### src/rtl/monopix2_ro_emulator.sv
// Chip-side MONOPIX2 column readout model: queues hit words and answers the
// receiver's FREEZE/READ handshake with a token and an MSB-first serial stream.
module monopix2_ro_emulator #(
    parameter int DATA_WIDTH = 27,
    parameter int DEPTH_LOG2 = 4
) (
    input  logic                  CLK,
    input  logic                  RST,
    input  logic                  HIT_WR,
    input  logic [DATA_WIDTH-1:0] HIT_DATA,
    output logic                  HIT_FULL,
    input  logic                  FREEZE,
    input  logic                  READ,
    output logic                  TOKOUT,
    output logic                  DATAOUT,
    output logic [7:0]            LOST_CNT,
    output logic [7:0]            READ_ERR_CNT
);

    localparam int DEPTH = 1 << DEPTH_LOG2;
    localparam int CW    = DEPTH_LOG2 + 1;
    localparam int BW    = $clog2(DATA_WIDTH);

    typedef enum logic [0:0] {
        IDLE  = 1'b0,
        SHIFT = 1'b1
    } state_t;

    state_t                  state_q;
    logic [DATA_WIDTH-1:0]   mem_q [DEPTH];
    logic [DEPTH_LOG2-1:0]   wr_ptr_q;
    logic [DEPTH_LOG2-1:0]   rd_ptr_q;
    logic [CW-1:0]           count_q;
    logic [CW-1:0]           count_d;
    logic [CW-1:0]           vis_cnt_q;
    logic [DATA_WIDTH-1:0]   shreg_q;
    logic [BW-1:0]           bcnt_q;
    logic                    freeze_q;
    logic                    read_q;
    logic                    tok_q;
    logic                    full_q;
    logic [7:0]              lost_q;
    logic [7:0]              err_q;

    logic full_s;
    logic wr_ok_s;
    logic read_rise_s;
    logic freeze_rise_s;
    logic accept_s;

    assign full_s        = (count_q == CW'(DEPTH));
    assign wr_ok_s       = HIT_WR & ~full_s;
    assign read_rise_s   = READ & ~read_q;
    assign freeze_rise_s = FREEZE & ~freeze_q;
    assign accept_s      = read_rise_s && (state_q == IDLE) && freeze_q && (vis_cnt_q != CW'(0));

    // FIFO occupancy after this edge: a push and a pop in the same cycle cancel.
    always_comb begin
        count_d = count_q;
        if (wr_ok_s && !accept_s) begin
            count_d = count_q + CW'(1);
        end else if (!wr_ok_s && accept_s) begin
            count_d = count_q - CW'(1);
        end else begin
            count_d = count_q;
        end
    end

    // Hit storage; contents need no reset because the pointers define validity.
    always_ff @(posedge CLK) begin
        if (wr_ok_s && !RST) begin
            mem_q[wr_ptr_q] <= HIT_DATA;
        end
    end

    // Handshake edge detect, FIFO bookkeeping, counters and the serializer FSM.
    always_ff @(posedge CLK) begin
        if (RST) begin
            state_q   <= IDLE;
            wr_ptr_q  <= '0;
            rd_ptr_q  <= '0;
            count_q   <= '0;
            vis_cnt_q <= '0;
            shreg_q   <= '0;
            bcnt_q    <= '0;
            freeze_q  <= 1'b0;
            read_q    <= 1'b0;
            tok_q     <= 1'b0;
            full_q    <= 1'b0;
            lost_q    <= 8'd0;
            err_q     <= 8'd0;
        end else begin
            freeze_q <= FREEZE;
            read_q   <= READ;
            count_q  <= count_d;
            full_q   <= (count_d == CW'(DEPTH));
            tok_q    <= freeze_q ? (vis_cnt_q != CW'(0)) : (count_q != CW'(0));

            if (wr_ok_s) begin
                wr_ptr_q <= wr_ptr_q + DEPTH_LOG2'(1);
            end
            if (HIT_WR && full_s && (lost_q != 8'hFF)) begin
                lost_q <= lost_q + 8'd1;
            end
            if (read_rise_s && !accept_s && (err_q != 8'hFF)) begin
                err_q <= err_q + 8'd1;
            end

            // The freeze window only sees words queued before its rising edge.
            if (freeze_rise_s) begin
                vis_cnt_q <= count_q;
            end else if (accept_s) begin
                vis_cnt_q <= vis_cnt_q - CW'(1);
            end

            case (state_q)
                IDLE: begin
                    if (accept_s) begin
                        shreg_q  <= mem_q[rd_ptr_q];
                        rd_ptr_q <= rd_ptr_q + DEPTH_LOG2'(1);
                        bcnt_q   <= BW'(DATA_WIDTH - 1);
                        state_q  <= SHIFT;
                    end
                end
                SHIFT: begin
                    // Zero fill leaves shreg_q empty once the word is out, so DATAOUT idles low.
                    shreg_q <= {shreg_q[DATA_WIDTH-2:0], 1'b0};
                    bcnt_q  <= bcnt_q - BW'(1);
                    if (bcnt_q == BW'(0)) begin
                        state_q <= IDLE;
                    end
                end
                default: begin
                    state_q <= IDLE;
                end
            endcase
        end
    end

    assign HIT_FULL     = full_q;
    assign TOKOUT       = tok_q;
    assign DATAOUT      = shreg_q[DATA_WIDTH-1];
    assign LOST_CNT     = lost_q;
    assign READ_ERR_CNT = err_q;

endmodule

### config.mk
export PLATFORM = sky130hd
export DESIGN_NAME = monopix2_ro_emulator
export DESIGN_NICKNAME = d
export VERILOG_FILES = /design/src/rtl/monopix2_ro_emulator.sv
export SDC_FILE = /design/constraint.sdc
export NUM_CORES = 1
export LEC_CHECK = 0
export BUFFER_PORTS_ARGS = -buffer_cell sky130_fd_sc_hd__buf_2
export CORE_ASPECT_RATIO = 0.9
export CORE_MARGIN = 10
export CORE_UTILIZATION = 58
export CTS_CLUSTER_SIZE = 24
export DETAILED_ROUTE_END_ITERATION = 7
export HOLD_SLACK_MARGIN = 0.1
export MAX_ROUTING_LAYER = met4
export PLACE_DENSITY = 0.71
export REMOVE_ABC_BUFFERS = 1
export SETUP_SLACK_MARGIN = 0.1
export SYNTH_ARGS = -nofsm -noshare
export SYNTH_HDL_FRONTEND = slang
export SYNTH_SLANG_ARGS = --single-unit
### constraint.sdc
create_clock -name CLK -period 5.5 [get_ports CLK]
set_input_delay 0.55 -clock CLK [delete_from_list [all_inputs] [get_ports CLK]]
set_output_delay 0.55 -clock CLK [all_outputs]
set_load 0.01 [all_outputs]
## Word-level counts from Yosys, hierarchy flattened

Memories as Yosys holds them, arrays and structs flattened. A register that Yosys moved wholly into a read port is not among the register bits.
Cells that the tools add are included.
Widths: inputs -> output; s select.

| word-level totals | value |
|---|---|
| register bits after elaboration | 71 |
| RAM bits | 432 |
| input bits | 32 |
| output and inout bits | 19 |
| word-level logic and storage cells | 68 |
| memories kept | 1 |

Memory list:

| memory | words | width | rd ports | clocked after Yosys merged registers in | write ports | line | RTL |
|---|---|---|---|---|---|---|---|
| mem_q | 16 | 27 | 1 | 1 | 1 | 30 | `logic [DATA_WIDTH-1:0] mem_q [DEPTH];` |

| cells by class | value |
|---|---|
| add/subtract/negate cells | 8 |
| equal/unequal tests | 5 |
| muxes and demuxes | 16 |
| bitwise logic cells | 7 |
| reduce and logical (&&, ||, !) cells | 18 |

Operators with widths:

| kind | count |
|---|---|
| $pmux 27 s2 | 1 |
| $mux 27 | 1 |
| $mux 5 | 5 |
| $add 8x1->8 const B | 2 |
| $ne 8x8->1 const B | 2 |
| $sub 5x1->5 const B | 3 |
| $eq 5x5->1 const B | 2 |
| $logic_and 1x1->1 | 10 |
| $pmux 5 s2 | 1 |
| $reduce_bool 5->1 | 2 |
| $add 4x1->4 const B | 2 |
| $mux 4 | 2 |
| $add 5x1->5 const B | 1 |
| $logic_not 5->1 | 1 |
| $mux 1 | 5 |
| $not 1->1 | 4 |
| $and 1x1->1 | 3 |
| $logic_not 1->1 | 3 |
| $ne 2x2->1 const B | 1 |
| $pmux 1 s2 | 1 |
| $reduce_and 2->1 | 1 |
| $reduce_bool 2->1 | 1 |

## Depth between registers and ports, before layout

| depth | value |
|---|---|
| depth after elaboration | 9 |
| mapped depth | 10 |

## Least setup slack after synthesis

Ideal clock, no wire load.

| timing | value |
|---|---|
| path kind | register to register |
| start point | reg count_q[0] |
| end point | mem mem_q[0][0], enable pin |
| library setup time | 445 ps |
| data arrival time | 3,473 ps |
| required time | 5,055 ps |
| path slack | 1,582 ps |
| cell stages (with the launch flop) | 9 |
| cells stage by stage | dfxtp_1 clkbuf_1 inv_1 ha_1 and4bb_2 nand2b_1 nor2_1 nand2_1 nor3_1 |

| between the ends | value |
|---|---|
| longest elaborated chain between the ends | 6 |

Ends and longest elaborated chain:

| element | line | RTL |
|---|---|---|
| start, declared | 33 | `logic [CW-1:0] count_q;` |
| start signal, assigned | 95 | `count_q <= count_d;` |
| $eq 5x5->1 | 51 | `assign full_s = (count_q == CW'(DEPTH));` |
| $not 1->1 | 52 | `assign wr_ok_s = HIT_WR & ~full_s;` |
| $and 1x1->1 | 52 |  |
| $logic_and 1x1->1 | 71 | `if (wr_ok_s && !RST) begin` |
| $mux 1 | 71 |  |
| $mux 1 (implied by the code) | 72 | `mem_q[wr_ptr_q] <= HIT_DATA;` |
| end, declared | 30 |  |

Every way passes these cells.

## Worst setup path after layout

| timing | value |
|---|---|
| start point | reg count_q[0] |
| end point | mem mem_q[13][26], enable pin |

The elaborated chain is that of the path after synthesis.

==> results.toml <==
[timing]
period_share_pct = 56.8
period_needed_ps = 3120
worst_pin_slew_ps = 1180
drv_slew = 0
maxSlewHeadroom_pct = 21.0
fmax_ghz = 0.320
setup_viol = 0
setup_tns_ps = 0
finalHoldViolations = 0
rsz0062_at_grt = "false"
clock_skew_ps = 20.6

[die]
die_w_um = 213
initial_core_util_pct = 59.0
die_area_sq_um = 41400
rows = 63
die_y_um = 194
design.core.area_sq_um = 33100
ios = 51

[cells_and_area]
synthToLayoutAreaGrowth_pct = 12.4
final_cell_mix = "432 x edfxtp_1, 108 x mux4_2, 73 x dfxtp_1"
final_util_pct = 66.3
nNetsFinal = 1162
layout_commonest_cell = "edfxtp_1"
drive_gt1_share_pct = 24.1
fillers = 2162
num_antenna_cells = 0
fin_cells = 1578

[grt]
antenna_found_initial = 0
grtUsageMet2_pct = 31.1
grt_pass1_vias = 10200
overflow = 0
grt_max_degree = 72
grt.busiest_layer = "met2"
grt_pass1_wl_mm = 62.3
grt_usage_pct = 20.2
grt_use_met1_pct = 28.1
grt.met3_usage_pct = 3.10

[synthesis]
synth_ff_type = "edfxtp_1"
synth_edf_count = 432
synthArstFlopShare_pct = 0
netlist_area_sq_um = 19500
synth.avg_cell_area_sq_um = 18.3
syn_inst = 1065
ys_seq_area_share_pct = 74.1
yosysUniqueCellTypes = 48
yosysWarnings = 0
ys_seq_elements = 507

[pwr]
leakage_uw = 0.00695
ir_drop_uv = 267
power_density_nw_per_um2 = 360

[cts]
cts_root_buf = "clkbuf_16"
cts_max_level = 2
holdBufCountCts = 0
clock_latency_ps = 560
numCtsBuffers = 49
clock_sinks = 507
path_clk_slew_ps = 60
postCtsSetupRepairBufs = 0
cts_tree = "done"
cts_buffer_depth = 3
cts_resized = 0

[critical_path]
required_ps = 5680
path_max_fanout = 27
ff2ff_setup_slack_ps = 2380
slowest_delay_ps = 890
r2r_cells = 7
crit_path_start = "count_q[0]"
cpLargestDelayFamily = "simple AND/OR/NAND/NOR gates"
critPathCapture = "mem_q[13][26]"
cp_cell_sequence = "inv_1, ha_1, and4bb_2, nand2b_1, nor2_1, nand2_1, nor2_4"
critPathSlowestCell = "nor2_4"
crit_cells = 7
r2r_end = "mem_q[13][26]"
end_kind = "register"
path_class = "reg2reg"
r2r-start = "count_q[0]"
critPathArrivalTime_ps = 3300
path_buf_inv = 1
start_kind = "register"

[routing]
detail-route-antenna-nets = 0
drt_iter0_markers = 1043
routed_via_density = 6.30
first_pass_iters = 5
wire_per_inst_um = 25.3
wirelength_mm = 39.9
vias = 9944
drt_drc_violations_left = 0

[place]
hpwlAfterDp_mm = 22.7
gp_congestion = 0.792
post-place-cells = 1488
port_buffers = 50

[worst_hold_path]
hp-class = "in2reg"

[job]
cap_violations = 0

[status]
status = "finished clean"
kinds of logic (layout without fill, tap and decap cells):
kind of cell	Yosys count	in the layout	synth area share [%]
adders and majority gates	13	13	0.832
buffers and inverters	78	169	1.63
xor gates and xnor gates	23	23	1.03
and+or+nand+nor	184	184	4.59
DFF	507	507	74.1
AOI/OAI and AO/OA	145	145	5.03
muxes	115	115	12.8
worst register-to-register path, stage by stage, from the launching register on:
cell and delay [ps]:
dfxtp_1 460, inv_1 90, ha_1 230, and4bb_2 280, nand2b_1 240, nor2_1 270
nand2_1 280, nor2_4 890
how the worst min path moves through the flow:
stage | start | endpoint | slack [ps] | depth (start not counted)
2_1_floorplan | shreg_q[0] | shreg_q[0] | 440 | 2
3_3_place_gp | shreg_q[0] | shreg_q[0] | 460 | 2
3_5_place_dp | shreg_q[0] | shreg_q[0] | 460 | 2
4_1_cts | FREEZE | freeze_q | 230 | 2
5_1_grt | FREEZE | freeze_q | 250 | 2
6_report | FREEZE | freeze_q | 250 | 2
cells in the mapped netlist (3+ instances only):
| master | count | area, sq um |
|---|---|---|
| dfxtp_1 | 75 | 1500 |
| nand2b_1 | 4 | 25.0 |
| a211oi_1 | 31 | 233 |
| nor2_1 | 79 | 297 |
| edfxtp_1 | 432 | 13000 |
| buf_2 | 12 | 60.1 |
| nand4_1 | 10 | 62.6 |
| nand2_1 | 26 | 97.6 |
| mux2i_1 | 6 | 60.1 |
| mux4_2 | 108 | 2430 |
| inv_1 | 12 | 45.0 |
| nor3_1 | 35 | 175 |
| nor2b_1 | 4 | 25.0 |
| nand3_1 | 5 | 25.0 |
| clkbuf_1 | 47 | 176 |
| buf_4 | 3 | 22.5 |
| buf_1 | 4 | 15.0 |
| ha_1 | 13 | 163 |
| a21oi_1 | 42 | 210 |
| a22oi_1 | 52 | 390 |
| o21ai_1 | 5 | 25.0 |
| xnor2_1 | 15 | 131 |
| xor2_1 | 8 | 70.1 |
final cells by class:
class                           instances  area, sq um  area share (%)
Sequential cell                       507        14500            66.0
Multi-Input combinational cell        480         4870            22.2
Clock buffer                           69         1430            6.52
Tap cell                              422          528            2.40
Timing Repair Buffer                   67          390            1.78
Clock inverter                         21          211           0.963
Inverter                               12         45.0           0.205
through the flow:
step | hold slack (ps) | power, uW | worst slack [ps] | cell area (sq um)
6_report | 249 | 7900 | 2380 | 22000
5_1_grt | 255 | 8130 | 2150 | 22000
2_1_floorplan | 442 | 4490 | -363 | 19300
3_3_place_gp | 458 | 4600 | 2470 | 20300
3_5_place_dp | 460 | 4610 | 2380 | 20300
4_1_cts | 233 | 7960 | 2340 | 22000
power breakdown:
part	internal [uW]	total (uW)	switching [uW]
Sequential	4210	4250	34.4
Combinational	108	281	173
Clock	2000	3370	1370
sequential cells by signal (all words and copies together), names as in the netlist, named ones only:
signal,count
HIT_FULL,1
LOST_CNT,8
READ_ERR_CNT,8
TOKOUT,1
bcnt_q,5
count_q,5
freeze_q,1
mem_q,432
rd_ptr_q,4
read_q,1
shreg_q,27
state_q,1
vis_cnt_q,5
wr_ptr_q,4
layer usage:
layer  vias up  share of wire, %
li1       4419                 -
met1      5167                44
met2       296                49
met3        62               5.5
met4         0               2.1
met5         -                 0
Note: power is estimated with default switching activity, not from simulation.
